**src/rtl/microcode_pkg.sv**
```systemverilog
// Microcode word layout shared by the front-end pipeline stages.
// Each stage pulls its control fields out through the extractors below.
package microcode;

    localparam int WIDTH = 16;

    typedef enum logic [3:0] {
        ADD    = 4'd0,
        SUB    = 4'd1,
        AND    = 4'd2,
        OR     = 4'd3,
        XOR    = 4'd4,
        SLT    = 4'd5,
        SLTU   = 4'd6,
        SLL    = 4'd7,
        SRL    = 4'd8,
        SRA    = 4'd9,
        PASS_A = 4'd10,
        PASS_B = 4'd11
    } alu_op_e;

    typedef enum logic [1:0] {
        SK_SLL = 2'd0,
        SK_SRL = 2'd1,
        SK_SRA = 2'd2
    } shift_kind_e;

    // Stage-0 operand source selects occupy the low nibble.
    function automatic logic [1:0] mcs0_src_a_sel(input logic [WIDTH-1:0] mc);
        return mc[1:0];
    endfunction

    function automatic logic [1:0] mcs0_src_b_sel(input logic [WIDTH-1:0] mc);
        return mc[3:2];
    endfunction

    function automatic alu_op_e mcs1_alu_op(input logic [WIDTH-1:0] mc);
        return alu_op_e'(mc[7:4]);
    endfunction

endpackage

```
**src/rtl/alu_stage_shift_step.sv**
```systemverilog
// One step of the iterative shifter: moves acc by 0..4 bit positions.
module shift_step
    import microcode::*;
(
    input  logic [31:0]  acc,
    input  shift_kind_e  kind,
    input  logic [2:0]   amt,
    output logic [31:0]  result
);

    always_comb begin
        result = acc;
        case (kind)
            SK_SLL:  result = acc << amt;
            SK_SRL:  result = acc >> amt;
            SK_SRA:  result = 32'($signed(acc) >>> amt);
            default: result = acc;
        endcase
    end

endmodule

```
**src/rtl/alu_stage.sv**
```systemverilog
// Execute stage: single-cycle arithmetic/logic/compare plus a multi-cycle
// shifter that stalls the rest of the pipeline while it iterates.
module alu_stage
    import microcode::*;
(
    input  logic                   clk,
    input  logic                   rst,
    input  logic                   clk_enable,
    input  logic [WIDTH-1:0]       microcode_s1,
    input  logic [31:0]            pre_alu_a,
    input  logic [31:0]            pre_alu_b,
    output logic [31:0]            alu_result,
    output logic                   flag_eq,
    output logic                   flag_lt,
    output logic                   flag_ltu,
    output logic                   stall
);

    typedef enum logic {IDLE, SHIFT} state_e;

    state_e       state;
    logic [31:0]  acc;
    logic [4:0]   rem;
    shift_kind_e  kind;

    alu_op_e      op;
    logic [4:0]   shamt;
    logic         is_shift;
    logic         cmp_lt;
    logic         cmp_ltu;
    logic [31:0]  single_result;
    shift_kind_e  op_kind;
    logic [2:0]   step;
    logic [31:0]  shifted;
    logic         unused_bits;

    assign op          = mcs1_alu_op(microcode_s1);
    assign shamt       = pre_alu_b[4:0];
    assign is_shift    = (op == SLL) || (op == SRL) || (op == SRA);
    assign cmp_lt      = $signed(pre_alu_a) < $signed(pre_alu_b);
    assign cmp_ltu     = pre_alu_a < pre_alu_b;
    assign step        = (rem > 5'd4) ? 3'd4 : rem[2:0];
    assign unused_bits = ^{microcode_s1[3:0], microcode_s1[WIDTH-1:8], pre_alu_b[31:5]};

    // Shift ops only reach this path with a zero amount, so they pass A through.
    always_comb begin
        single_result = '0;
        case (op)
            ADD:            single_result = pre_alu_a + pre_alu_b;
            SUB:            single_result = pre_alu_a - pre_alu_b;
            AND:            single_result = pre_alu_a & pre_alu_b;
            OR:             single_result = pre_alu_a | pre_alu_b;
            XOR:            single_result = pre_alu_a ^ pre_alu_b;
            SLT:            single_result = {31'b0, cmp_lt};
            SLTU:           single_result = {31'b0, cmp_ltu};
            SLL, SRL, SRA:  single_result = pre_alu_a;
            PASS_A:         single_result = pre_alu_a;
            PASS_B:         single_result = pre_alu_b;
            default:        single_result = '0;
        endcase
    end

    always_comb begin
        op_kind = SK_SLL;
        case (op)
            SRL:     op_kind = SK_SRL;
            SRA:     op_kind = SK_SRA;
            default: op_kind = SK_SLL;
        endcase
    end

    shift_step u_shift_step (
        .acc    (acc),
        .kind   (kind),
        .amt    (step),
        .result (shifted)
    );

    // Drops in the last shift cycle so the pipeline advances as the result lands.
    assign stall = ((state == IDLE) && clk_enable && is_shift && (shamt != 5'd0))
                 || ((state == SHIFT) && (rem > 5'd4));

    always_ff @(posedge clk) begin
        if (rst) begin
            state      <= IDLE;
            acc        <= '0;
            rem        <= '0;
            kind       <= SK_SLL;
            alu_result <= '0;
            flag_eq    <= 1'b0;
            flag_lt    <= 1'b0;
            flag_ltu   <= 1'b0;
        end else if (clk_enable) begin
            case (state)
                IDLE: begin
                    flag_eq  <= pre_alu_a == pre_alu_b;
                    flag_lt  <= cmp_lt;
                    flag_ltu <= cmp_ltu;
                    if (is_shift && (shamt != 5'd0)) begin
                        acc   <= pre_alu_a;
                        rem   <= shamt;
                        kind  <= op_kind;
                        state <= SHIFT;
                    end else begin
                        alu_result <= single_result;
                    end
                end
                SHIFT: begin
                    acc <= shifted;
                    rem <= rem - {2'b00, step};
                    if (rem <= 5'd4) begin
                        alu_result <= shifted;
                        state      <= IDLE;
                    end
                end
                default: state <= IDLE;
            endcase
        end
    end

endmodule

```
**config.mk**
```make
export PLATFORM = sky130hd
export DESIGN_NAME = alu_stage
export DESIGN_NICKNAME = d
export VERILOG_FILES = /design/src/rtl/microcode_pkg.sv /design/src/rtl/alu_stage_shift_step.sv /design/src/rtl/alu_stage.sv
export SDC_FILE = /design/constraint.sdc
export NUM_CORES = 1
export LEC_CHECK = 0
export ABC_AREA = 1
export CORE_ASPECT_RATIO = 1.75
export CORE_MARGIN = 1.5
export CORE_UTILIZATION = 30
export DETAILED_ROUTE_END_ITERATION = 16
export MAX_ROUTING_LAYER = met4
export PLACE_DENSITY = 0.54
export REMOVE_ABC_BUFFERS = 1
export SYNTH_ARGS = -nofsm -noshare
export SYNTH_HDL_FRONTEND = slang
export SYNTH_SLANG_ARGS = --single-unit
```
**constraint.sdc**
```tcl
create_clock -name clk -period 3.6 [get_ports clk]
set_input_delay 0.54 -clock clk [delete_from_list [all_inputs] [get_ports clk]]
set_output_delay 0.54 -clock clk [all_outputs]
set_load 0.05 [all_outputs]
```
==> results.md, run 1 <==
* Status: finished clean
* Startpoint class of the critical path: primary input
* Die Height at 273 µm
* Synthesized instance count at 2346
* Post-synthesis register bit count at 75
* Crit-path leading delay family: buffers and inverters
* Leading cell type in the layout, fill and taps excluded: nand2_1
* Critical path class: primary input to output pin
* CP endpoint kind: output pin
* Io pins at 119
* Post-CTS setup buffers at 0
* Floorplan core area at 41000 µm²
* Pwr Total at 4.27 mW
* Inserted Clock Buffers at 9
* CTS Buffer Depth at 2
* Fillers at 4765
* Worst-path fanout max at 5
* Routed Antenna Nets at 0
* Synth warnings at 0
* Crit path cell chain: clkdlybuf4s50_1, inv_1, nor2_1, nand2_1, o21ai_0, o21ai_1, nor2_1, inv_1, o21ai_0, buf_4
* Mapped Area at 12500 µm²
* Critical Path RT at 3060 ps
* First-pass GRT wire length at 88300 µm
* Die area at 42800 µm²
* Setup TNS Final at 0 ps
* Via count at 15900
* Width of the chip at 157 µm
* Net Sw Frac at 47.7%
* CTS tree: yes
* # clock sinks at 75
* Max stage delay on crit path at 580 ps
* Largest net degree at the start of global routing at 67
* Critical Path End: stall
* Tcrit/Tclk final at 88.1%
* GRT Resource Usage Total at 28.2%
* Max Clock Freq at 315 MHz
* Detailed Route WL at 58900 µm
* Vias per cell at 5.32
* Skew final at 10.5 ps
* Hold slack at 502 ps
* R2R Setup Slk at 960 ps
* Net Sw Power at 2.03 mW
* Pre-CTS WS at 204 ps
* DRC at 0
* Post-CTS sizing at 0
* Yosys cell types at 45
* Pleak at 7.50 nW
* Flop pwr share at 22.7%
* Power share of the combinational group at 53.0%
* Grt ovf at 0
* WP buf/inv at 4
* Area delta synth->final at 17.6%
* Crit path time final at 3170 ps
* # hold bufs at CTS at 0
* RSZ-0062 raised after global routing: false
* Layout Nets at 2614
* Clk_lat worst skew at 360 ps
* Int Pwr at 2.23 mW
* Initial antenna violation count at 1
* Post-DP HPWL at 47700 µm
* Clock input transition at the sequential cells of the worst setup and hold paths at 60 ps
* Pre-antenna DRT Iters at 7
* Slew HR at 39.8%
* Number of cells on the critical path at 10
* Post-synth top flop: dfxtp_1
* Number of buffers added on ports at 106
* Worst IR Drop VDD at 241 µV
* Final Setup Violations at 0
* Seq/Total Area, Yosys at 12.1%
* Worst Setup SP: microcode_s1[6]
* H-tree depth at 3
* Max-cap violations at 0
* Slew Viols, Final at 0
* Avg WL per Cell at 19.7 µm
* Design Area, Final at 14700 µm²
* Final setup margin at 428 ps
* Worst-Margin Slew at 902 ps
* Initial Util at 30.4%
* Avg Inst Size Synth at 5.31 µm²
* Reg2reg end: alu_result[22]$_SDFFE_PP0P_
* Vias in the first global route at 15300
* Layout cells sized above 1 at 5.21%
* Critical path arrival at 2630 ps
* Reg-to-Reg Start: kind[1]$_SDFFE_PP0P_
* Hold Fails Final Rpt at 0
* PwrDens at 291 nW/µm²
* R2r worst-path depth at 10
* Clk pwr share at 24.3%
* Hold crit path type: flop to flop
* Cell Rows at 98
* Slowest CP cell: clkdlybuf4s50_1
* Gp weighted congestion at 0.999
* Root buffer selected by CTS: clkbuf_16
* Commonest non-fill, non-tap cells in the layout: 711 x nand2_1, 350 x inv_1, 272 x nand3_1, 222 x a21oi_1, 164 x nor2_1
* Initial drt markers at 1102
* Ys async rst share at 0%
* EDFF count, synth at 0
* Post-DP Area at 14300 µm²
power groups by stage:
stage / combinational, mW / sequential [mW] / clock, mW
floorplan: 1.25 / 1.10 / 0
global placement: 2.21 / 0.986 / 0
detailed placement: 2.22 / 0.985 / 0
CTS: 2.23 / 0.968 / 1.04
global route: 2.47 / 0.977 / 1.08
finish: 2.26 / 0.970 / 1.04
layout make-up:
class | count | area (µm²) | area share (%)
diodes | 1 | 2.50 | 0.0171
clock buffers | 10 | 239 | 1.63
clock inverters | 6 | 87.6 | 0.598
inverters | 362 | 1360 | 9.29
multi-input cells | 1798 | 9080 | 61.9
flip-flops and latches | 75 | 1500 | 10.2
well taps | 550 | 688 | 4.70
repair buffers | 186 | 1700 | 11.6
synth_stat cells, types with 4 or more instances:
master / n / area share, %
clkbuf_1: 50 / 1.5
nand3_1: 272 / 11
a31oi_1: 5 / 0.25
o221ai_1: 8 / 0.56
nand4_1: 21 / 1.1
o21bai_1: 7 / 0.42
a21oi_1: 222 / 8.9
inv_2: 9 / 0.27
nor2_1: 164 / 4.9
inv_1: 350 / 11
nand2_2: 5 / 0.25
o22ai_1: 49 / 2.5
o211ai_1: 22 / 1.3
nor3_1: 15 / 0.60
o21ai_1: 26 / 1.0
buf_2: 40 / 1.6
nand2_1: 711 / 21
a211oi_1: 20 / 1.2
buf_1: 10 / 0.30
buf_4: 7 / 0.42
and2_1: 5 / 0.25
dfxtp_1: 75 / 12
ha_1: 97 / 9.7
o21ai_0: 114 / 4.6
buf_6: 4 / 0.36
routing by layer:
| metal | part of all wire (%) | GRT usage (%) |
|---|---|---|
| met1 | 38 | 30.0 |
| met2 | 52 | 50.8 |
| met3 | 3.8 | 1.49 |
| met4 | 6.5 | 16.7 |
| met5 | 0 | - |
tightest hold or removal path, stage by stage, from the launching register on:
cell and delay [ps]:
dfxtp_1 330, nand2_1 70, a21oi_1 50
flip-flops by register name, indices dropped and copies added, names as in the netlist:
name,flops
acc,32
alu_result,32
flag_eq,1
flag_lt,1
flag_ltu,1
kind,2
rem,5
state,1
logic make-up after synthesis:
family / Yosys count / synth area share, %
buffers and inverters: 473 / 15.1
XOR/XNOR: 2 / 0.141
flip-flops: 75 / 12.1
adder cells (fa/ha/maj): 99 / 10.1
AND/OR/NAND/NOR: 1209 / 40.8
AO/OA/AOI/OAI: 487 / 21.8
other: 1 / 0.0301
worst min-delay path by stage:
stage | from | to | slack (ps) | depth (start not counted)
after floorplan | rem[4]$_SDFFE_PP0P_ | rem[4]$_SDFFE_PP0P_ | 500 | 2
after detailed placement | flag_eq$_SDFFE_PP0P_ | flag_eq$_SDFFE_PP0P_ | 500 | 2
after global routing | alu_result[6]$_SDFFE_PP0P_ | alu_result[6]$_SDFFE_PP0P_ | 560 | 2
after global placement | flag_eq$_SDFFE_PP0P_ | flag_eq$_SDFFE_PP0P_ | 500 | 2
after CTS | flag_eq$_SDFFE_PP0P_ | flag_eq$_SDFFE_PP0P_ | 510 | 2
final | flag_eq$_SDFFE_PP0P_ | flag_eq$_SDFFE_PP0P_ | 500 | 2
per-stage QoR:
stage | std cells | utilization, %
3_3_place_gp | 2971 | 35.0
4_1_cts | 2987 | 35.8
3_5_place_dp | 2971 | 35.0
6_report | 2988 | 35.8
2_1_floorplan | 2235 | -
5_1_grt | 2988 | 35.8
Power figures use the tool's default switching activity.
==> run 2: changes to the inputs <==
--- a/config.mk
+++ b/config.mk
@@ -9,6 +9,7 @@
 export CORE_ASPECT_RATIO = 1.75
 export CORE_MARGIN = 1.5
 export CORE_UTILIZATION = 30
+export CTS_BUF_LIST = sky130_fd_sc_hd__clkbuf_16
 export DETAILED_ROUTE_END_ITERATION = 16
 export MAX_ROUTING_LAYER = met4
 export PLACE_DENSITY = 0.54
==> run 2 against run 1 <==
Setup slack better by 1.1 ps. Non-clock buffer count unchanged. First-iteration DRC count unchanged. Clock power about the same. Critical path depth unchanged. Maximum frequency about the same. Core utilization about the same.
==> results.md, run 2 (synthesized netlist as in run 1, its figures left out) <==
* Layout Nets at 2614 (unchanged)
* Largest net degree at the start of global routing at 67 (unchanged)
* Status: finished clean
* Cell Rows at 98 (unchanged)
* Worst IR Drop VDD at 240 µV (-0.13%)
* Leading cell type in the layout, fill and taps excluded: nand2_1
* Clk_lat worst skew at 360 ps (about the same)
* Top Registers: acc (32), alu_result (32), rem (5)
* Gp weighted congestion at 0.999 (unchanged)
* Crit path time final at 3170 ps (-1.05 ps)
* Critical path arrival at 2630 ps (about the same)
* Inserted Clock Buffers at 9 (unchanged)
* Initial drt markers at 1102 (unchanged)
* # hold bufs at CTS at 0 (unchanged)
* Die area at 42800 µm² (unchanged)
* GRT Resource Usage Total at 28.2% (unchanged)
* Vias in the first global route at 15300 (unchanged)
* Pre-CTS WS at 204 ps (unchanged)
* Pleak at 7.49 nW (about the same)
* Floorplan core area at 41000 µm² (unchanged)
* Number of buffers added on ports at 106 (unchanged)
* Post-CTS sizing at 0 (unchanged)
* First-pass GRT wire length at 88300 µm (unchanged)
* Detailed Route WL at 58900 µm (about the same)
* Reg area at 1500 µm² (unchanged)
* Avg WL per Cell at 19.7 µm (about the same)
* Final Setup Violations at 0 (unchanged)
* Commonest non-fill, non-tap cells in the layout: 711 x nand2_1, 350 x inv_1, 272 x nand3_1, 222 x a21oi_1, 164 x nor2_1
* Critical Path RT at 3060 ps (about the same)
* Tcrit/Tclk final at 88.1% (about the same)
* Startpoint class of the critical path: primary input
* Worst-Margin Slew at 902 ps (+0.266 ps)
* Hold slack at 503 ps (+0.568 ps)
* Initial Util at 30.4% (unchanged)
* Io pins at 119 (unchanged)
* DRC at 0 (unchanged)
* Slew Viols, Final at 0 (unchanged)
* CP endpoint kind: output pin
* Post-CTS setup buffers at 0 (unchanged)
* Hold Fails Final Rpt at 0 (unchanged)
* Area of the multi-input gates at 9080 µm² (unchanged)
* Max-cap violations at 0 (unchanged)
* Clock input transition at the sequential cells of the worst setup and hold paths at 60 ps (about the same)
* Post-DP HPWL at 47700 µm (unchanged)
* Pre-antenna DRT Iters at 6 (-1)
* Vias per cell at 5.32 (+0.10%)
* PwrDens at 290 nW/µm² (-0.45%)
* Layout cells sized above 1 at 5.17% (-0.041 points)
* Width of the chip at 157 µm (unchanged)
* Critical path class: primary input to output pin
* Grt ovf at 0 (unchanged)
* CTS Buffer Depth at 2 (unchanged)
* R2R Setup Slk at 960 ps (about the same)
* Slew HR at 39.7% (about the same)
* Max Clock Freq at 315 MHz (about the same)
* Die Height at 273 µm (unchanged)
* Via count at 15900 (+0.10%)
* Initial antenna violation count at 1 (unchanged)
* Placed cells at 2971 (unchanged)
* Skew final at 10.5 ps (+0.00710 ps)
* Fillers at 4766 (+0.021%)
* Final setup margin at 429 ps (+1.05 ps)
* # clock sinks at 75 (unchanged)
* H-tree depth at 3 (unchanged)
* Post-Layout Cell Count at 2988 (unchanged)
* Root buffer selected by CTS: clkbuf_16
* CTS tree: yes
* Routed Antenna Nets at 0 (unchanged)
* RSZ-0062 raised after global routing: false
* Worst-path fanout max at 5 (unchanged)
* Hold crit path type: flop to flop
* Area delta synth->final at 17.5% (about the same)
* Setup TNS Final at 0 ps (unchanged)
## run 2: cell count changes in the layout (fill, tap and decap cells not counted), sizes merged
cell / change
clkinv: +1
clkbuf: -1
## run 2: area by class of cell
class,instances,area share [%]
multi-input combinational,1798,62.0
timing repair buffer,186,11.6
sequential,75,10.3
inverter,362,9.30
tap,550,4.70
clock buffer,9,1.54
clock inverter,7,0.624
antenna,1,0.0171
## run 2: critical path, stage by stage
cell and delay (ps):
clkdlybuf4s50_1 580, inv_1 100, nor2_1 180, nand2_1 120
o21ai_0 140, o21ai_1 220, nor2_1 160, inv_1 150
o21ai_0 160, buf_4 260
## run 2: where the power goes
| part | internal [mW] | switching [mW] | total [mW] | leakage (nW) |
|---|---|---|---|---|
| Clock | 0.607 | 0.408 | 1.02 | 0.157 |
| Combinational | 0.700 | 1.56 | 2.26 | 6.71 |
| Sequential | 0.904 | 0.0656 | 0.970 | 0.618 |
## run 2: final timing paths
kind	endpoint	start	depth (start not counted)
max	stall	microcode_s1[6]	10
min	flag_eq$_SDFFE_PP0P_	flag_eq$_SDFFE_PP0P_	2
max reg2reg	alu_result[22]$_SDFFE_PP0P_	kind[1]$_SDFFE_PP0P_	10
min reg2reg	flag_eq$_SDFFE_PP0P_	flag_eq$_SDFFE_PP0P_	2
## run 2: through the flow
step                      utilization (%)  total power, mW  instance area, µm²
after floorplan                         -             2.34               11900
after global placement               35.0             3.20               14300
after detailed placement             35.0             3.20               14300
after CTS                            35.8             4.22               14600
after global routing                 35.8             4.50               14600
final                                35.8             4.24               14600
## run 2: per-layer routing
| layer | GRT usage (%) | up-vias | share of wire (%) |
|---|---|---|---|
| met1 | 30.0 | 7398 | 38 |
| met4 | 16.7 | 0 | 6.5 |
| li1 | - | 7792 | - |
| met3 | 1.49 | 158 | 3.8 |
| met5 | - | - | 0 |
| met2 | 50.8 | 554 | 52 |
==> run 3: changes to the inputs <==
--- a/config.mk
+++ b/config.mk
@@ -6,10 +6,11 @@
 export NUM_CORES = 1
 export LEC_CHECK = 0
 export ABC_AREA = 1
+export CAP_MARGIN = 20
 export CORE_ASPECT_RATIO = 1.75
 export CORE_MARGIN = 1.5
 export CORE_UTILIZATION = 30
-export CTS_BUF_LIST = sky130_fd_sc_hd__clkbuf_16
+export CTS_BUF_LIST = sky130_fd_sc_hd__clkbuf_8
 export DETAILED_ROUTE_END_ITERATION = 16
 export MAX_ROUTING_LAYER = met4
 export PLACE_DENSITY = 0.54
==> run 3 against run 2 <==
Core utilization down 0.22 points. Via count about the same. Maximum frequency shrank 0.46%. Critical path type unchanged. Design area fell by 0.61%. Critical path depth did not move. Combinational power barely moved. Sequential share of layout area grew 0.063 points. Sequential power about the same. Clock skew rose by 1.9 ps. Worst hold slack improved by 2.6 ps.
==> results.md, run 3 (synthesized netlist as in run 1, its figures left out) <==
* Status: finished clean
* Max Clock Freq at 314 MHz (-0.46%)
* Clock input transition at the sequential cells of the worst setup and hold paths at 80 ps (+20 ps)
* # clock sinks at 75 (unchanged)
* GR peak layer: met2
* Detailed Route WL at 58800 µm (-0.13%)
* Vias in the first global route at 15300 (+0.013%)
* Int Pwr at 2.01 mW (-8.9%)
* Layout cells sized above 1 at 5.21% (+0.041 points)
* Final setup margin at 415 ps (-14.5 ps)
* Met2 Resource Use GR at 50.8% (-0.070 points)
* Cell Rows at 98 (unchanged)
* Slew HR at 40.6% (+0.83 points)
* Post-CTS setup buffers at 0 (unchanged)
* Floorplan core area at 41000 µm² (unchanged)
* Max-cap violations at 0 (unchanged)
* Die area at 42800 µm² (unchanged)
* Via count at 15900 (-0.0063%)
* Post-Layout Cell Count at 2989 (+0.033%)
* Flop pwr share at 24.1% (+1.3 points)
* Slew Viols, Final at 0 (unchanged)
* Post-layout util at 35.5% (-0.22 points)
* Critical path class: primary input to output pin
* Worst-Margin Slew at 889 ps (-12.4 ps)
* Startpoint class of the critical path: primary input
* CTS Buffer Depth at 2 (unchanged)
* Post-DP Area at 14300 µm² (unchanged)
* Reg area at 1500 µm² (unchanged)
* Grt ovf at 0 (unchanged)
* Initial antenna violation count at 2 (+1)
* Net Sw Frac at 49.8% (+1.9 points)
* Worst-path fanout max at 5 (unchanged)
* RSZ-0062 raised after global routing: false
* Worst IR Drop VDD at 196 µV (-18%)
* Routed Antenna Nets at 0 (unchanged)
* CTS tree: yes
* Slowest CP cell: clkdlybuf4s50_1
* Hold Fails Final Rpt at 0 (unchanged)
* Placed cells at 2971 (unchanged)
* H-tree depth at 3 (unchanged)
* Net Sw Power at 2.00 mW (-1.6%)
* Pwr Total at 4.02 mW (-5.4%)
* Post-CTS sizing at 0 (unchanged)
* Io pins at 119 (unchanged)
* Setup TNS Final at 0 ps (unchanged)
* Initial Util at 30.4% (unchanged)
* DRC at 0 (unchanged)
* Crit path time final at 3190 ps (+14.5 ps)
* Commonest non-fill, non-tap cells in the layout: 711 x nand2_1, 350 x inv_1, 272 x nand3_1, 222 x a21oi_1, 164 x nor2_1
* GR Util met1 at 30.1% (about the same)
* Die Height at 273 µm (unchanged)
* Design Area, Final at 14600 µm² (-0.61%)
* Leading cell type in the layout, fill and taps excluded: nand2_1
* Largest net degree at the start of global routing at 67 (unchanged)
* Final Setup Violations at 0 (unchanged)
* Fillers at 4779 (+0.27%)
* M3 GR Usage at 1.43% (-0.063 points)
* Initial drt markers at 1178 (+6.9%)
* # hold bufs at CTS at 0 (unchanged)
* Clk_lat worst skew at 390 ps (+30 ps)
* Hold slack at 505 ps (+2.62 ps)
* Root buffer selected by CTS: clkbuf_8
* Area delta synth->final at 16.8%
* Avg WL per Cell at 19.7 µm (-0.16%)
* Skew final at 12.4 ps (+1.92 ps)
* GRT Resource Usage Total at 28.1% (about the same)
* Critical path arrival at 2650 ps (+20 ps)
* Clk pwr share at 19.7% (-4.2 points)
* Pleak at 7.45 nW (-0.54%)
* Pre-CTS WS at 204 ps (unchanged)
* Pre-antenna DRT Iters at 5 (-1)
* Power share of the combinational group at 56.2% (+3.0 points)
* Vias per cell at 5.32 (about the same)
* Max stage delay on crit path at 580 ps (about the same)
* Width of the chip at 157 µm (unchanged)
* Inserted Clock Buffers at 9 (unchanged)
* Post-DP HPWL at 47700 µm (unchanged)
* PwrDens at 276 nW/µm² (-4.8%)
* CP endpoint kind: output pin
* Number of buffers added on ports at 106 (unchanged)
* Tcrit/Tclk final at 88.5% (+0.40 points)
* Gp weighted congestion at 0.999 (unchanged)
* Critical Path RT at 3060 ps (about the same)
* Hold crit path type: flop to flop
* Top Registers: acc (32), alu_result (32), rem (5)
* Crit path cell chain: clkdlybuf4s50_1, inv_1, nor2_1, nand2_1, o21ai_0, o21ai_1, nor2_1, inv_1, o21ai_0, buf_4
* First-pass GRT wire length at 88300 µm (about the same)
* Layout Nets at 2614 (unchanged)
* Area of the multi-input gates at 9080 µm² (unchanged)
## run 3: cell type report
| cell class | count | area share [%] |
|---|---|---|
| Tap cell | 550 | 4.73 |
| Inverter | 362 | 9.35 |
| Clock inverter | 6 | 0.602 |
| Multi-Input combinational cell | 1798 | 62.4 |
| Antenna cell | 2 | 0.0344 |
| Timing Repair Buffer | 186 | 11.7 |
| Sequential cell | 75 | 10.3 |
| Clock buffer | 10 | 0.946 |
## run 3: final timing paths
check,start,to,slack (ps),cells after the start
worst max-delay path,microcode_s1[6],stall,410,10
worst min-delay path,flag_eq$_SDFFE_PP0P_,flag_eq$_SDFFE_PP0P_,510,2
worst max register to register,rem[2]$_SDFFE_PP0P_,acc[6]$_SDFFE_PP0P_,950,12
worst min register to register,flag_eq$_SDFFE_PP0P_,flag_eq$_SDFFE_PP0P_,510,2
## run 3: critical path, delay by kind of cell
kind | cells | cell delay [ps]
buffers and inverters | 4 | 1100
AO/OA/AOI/OAI | 3 | 540
AND/OR/NAND/NOR | 3 | 470
## run 3: layer usage
layer,wire (µm),vias to the layer above
met5,0,-
met4,3780,0
met3,2380,157
met2,30400,561
met1,22300,7390
li1,-,7793
## run 3: power groups by stage
| stage | logic [mW] | clock network [mW] | registers [mW] |
|---|---|---|---|
| after floorplan | 1.25 | 0 | 1.10 |
| after global placement | 2.21 | 0 | 0.986 |
| after detailed placement | 2.22 | 0 | 0.985 |
| after CTS | 2.23 | 0.798 | 0.967 |
| after global routing | 2.47 | 0.835 | 0.976 |
| final | 2.26 | 0.790 | 0.969 |
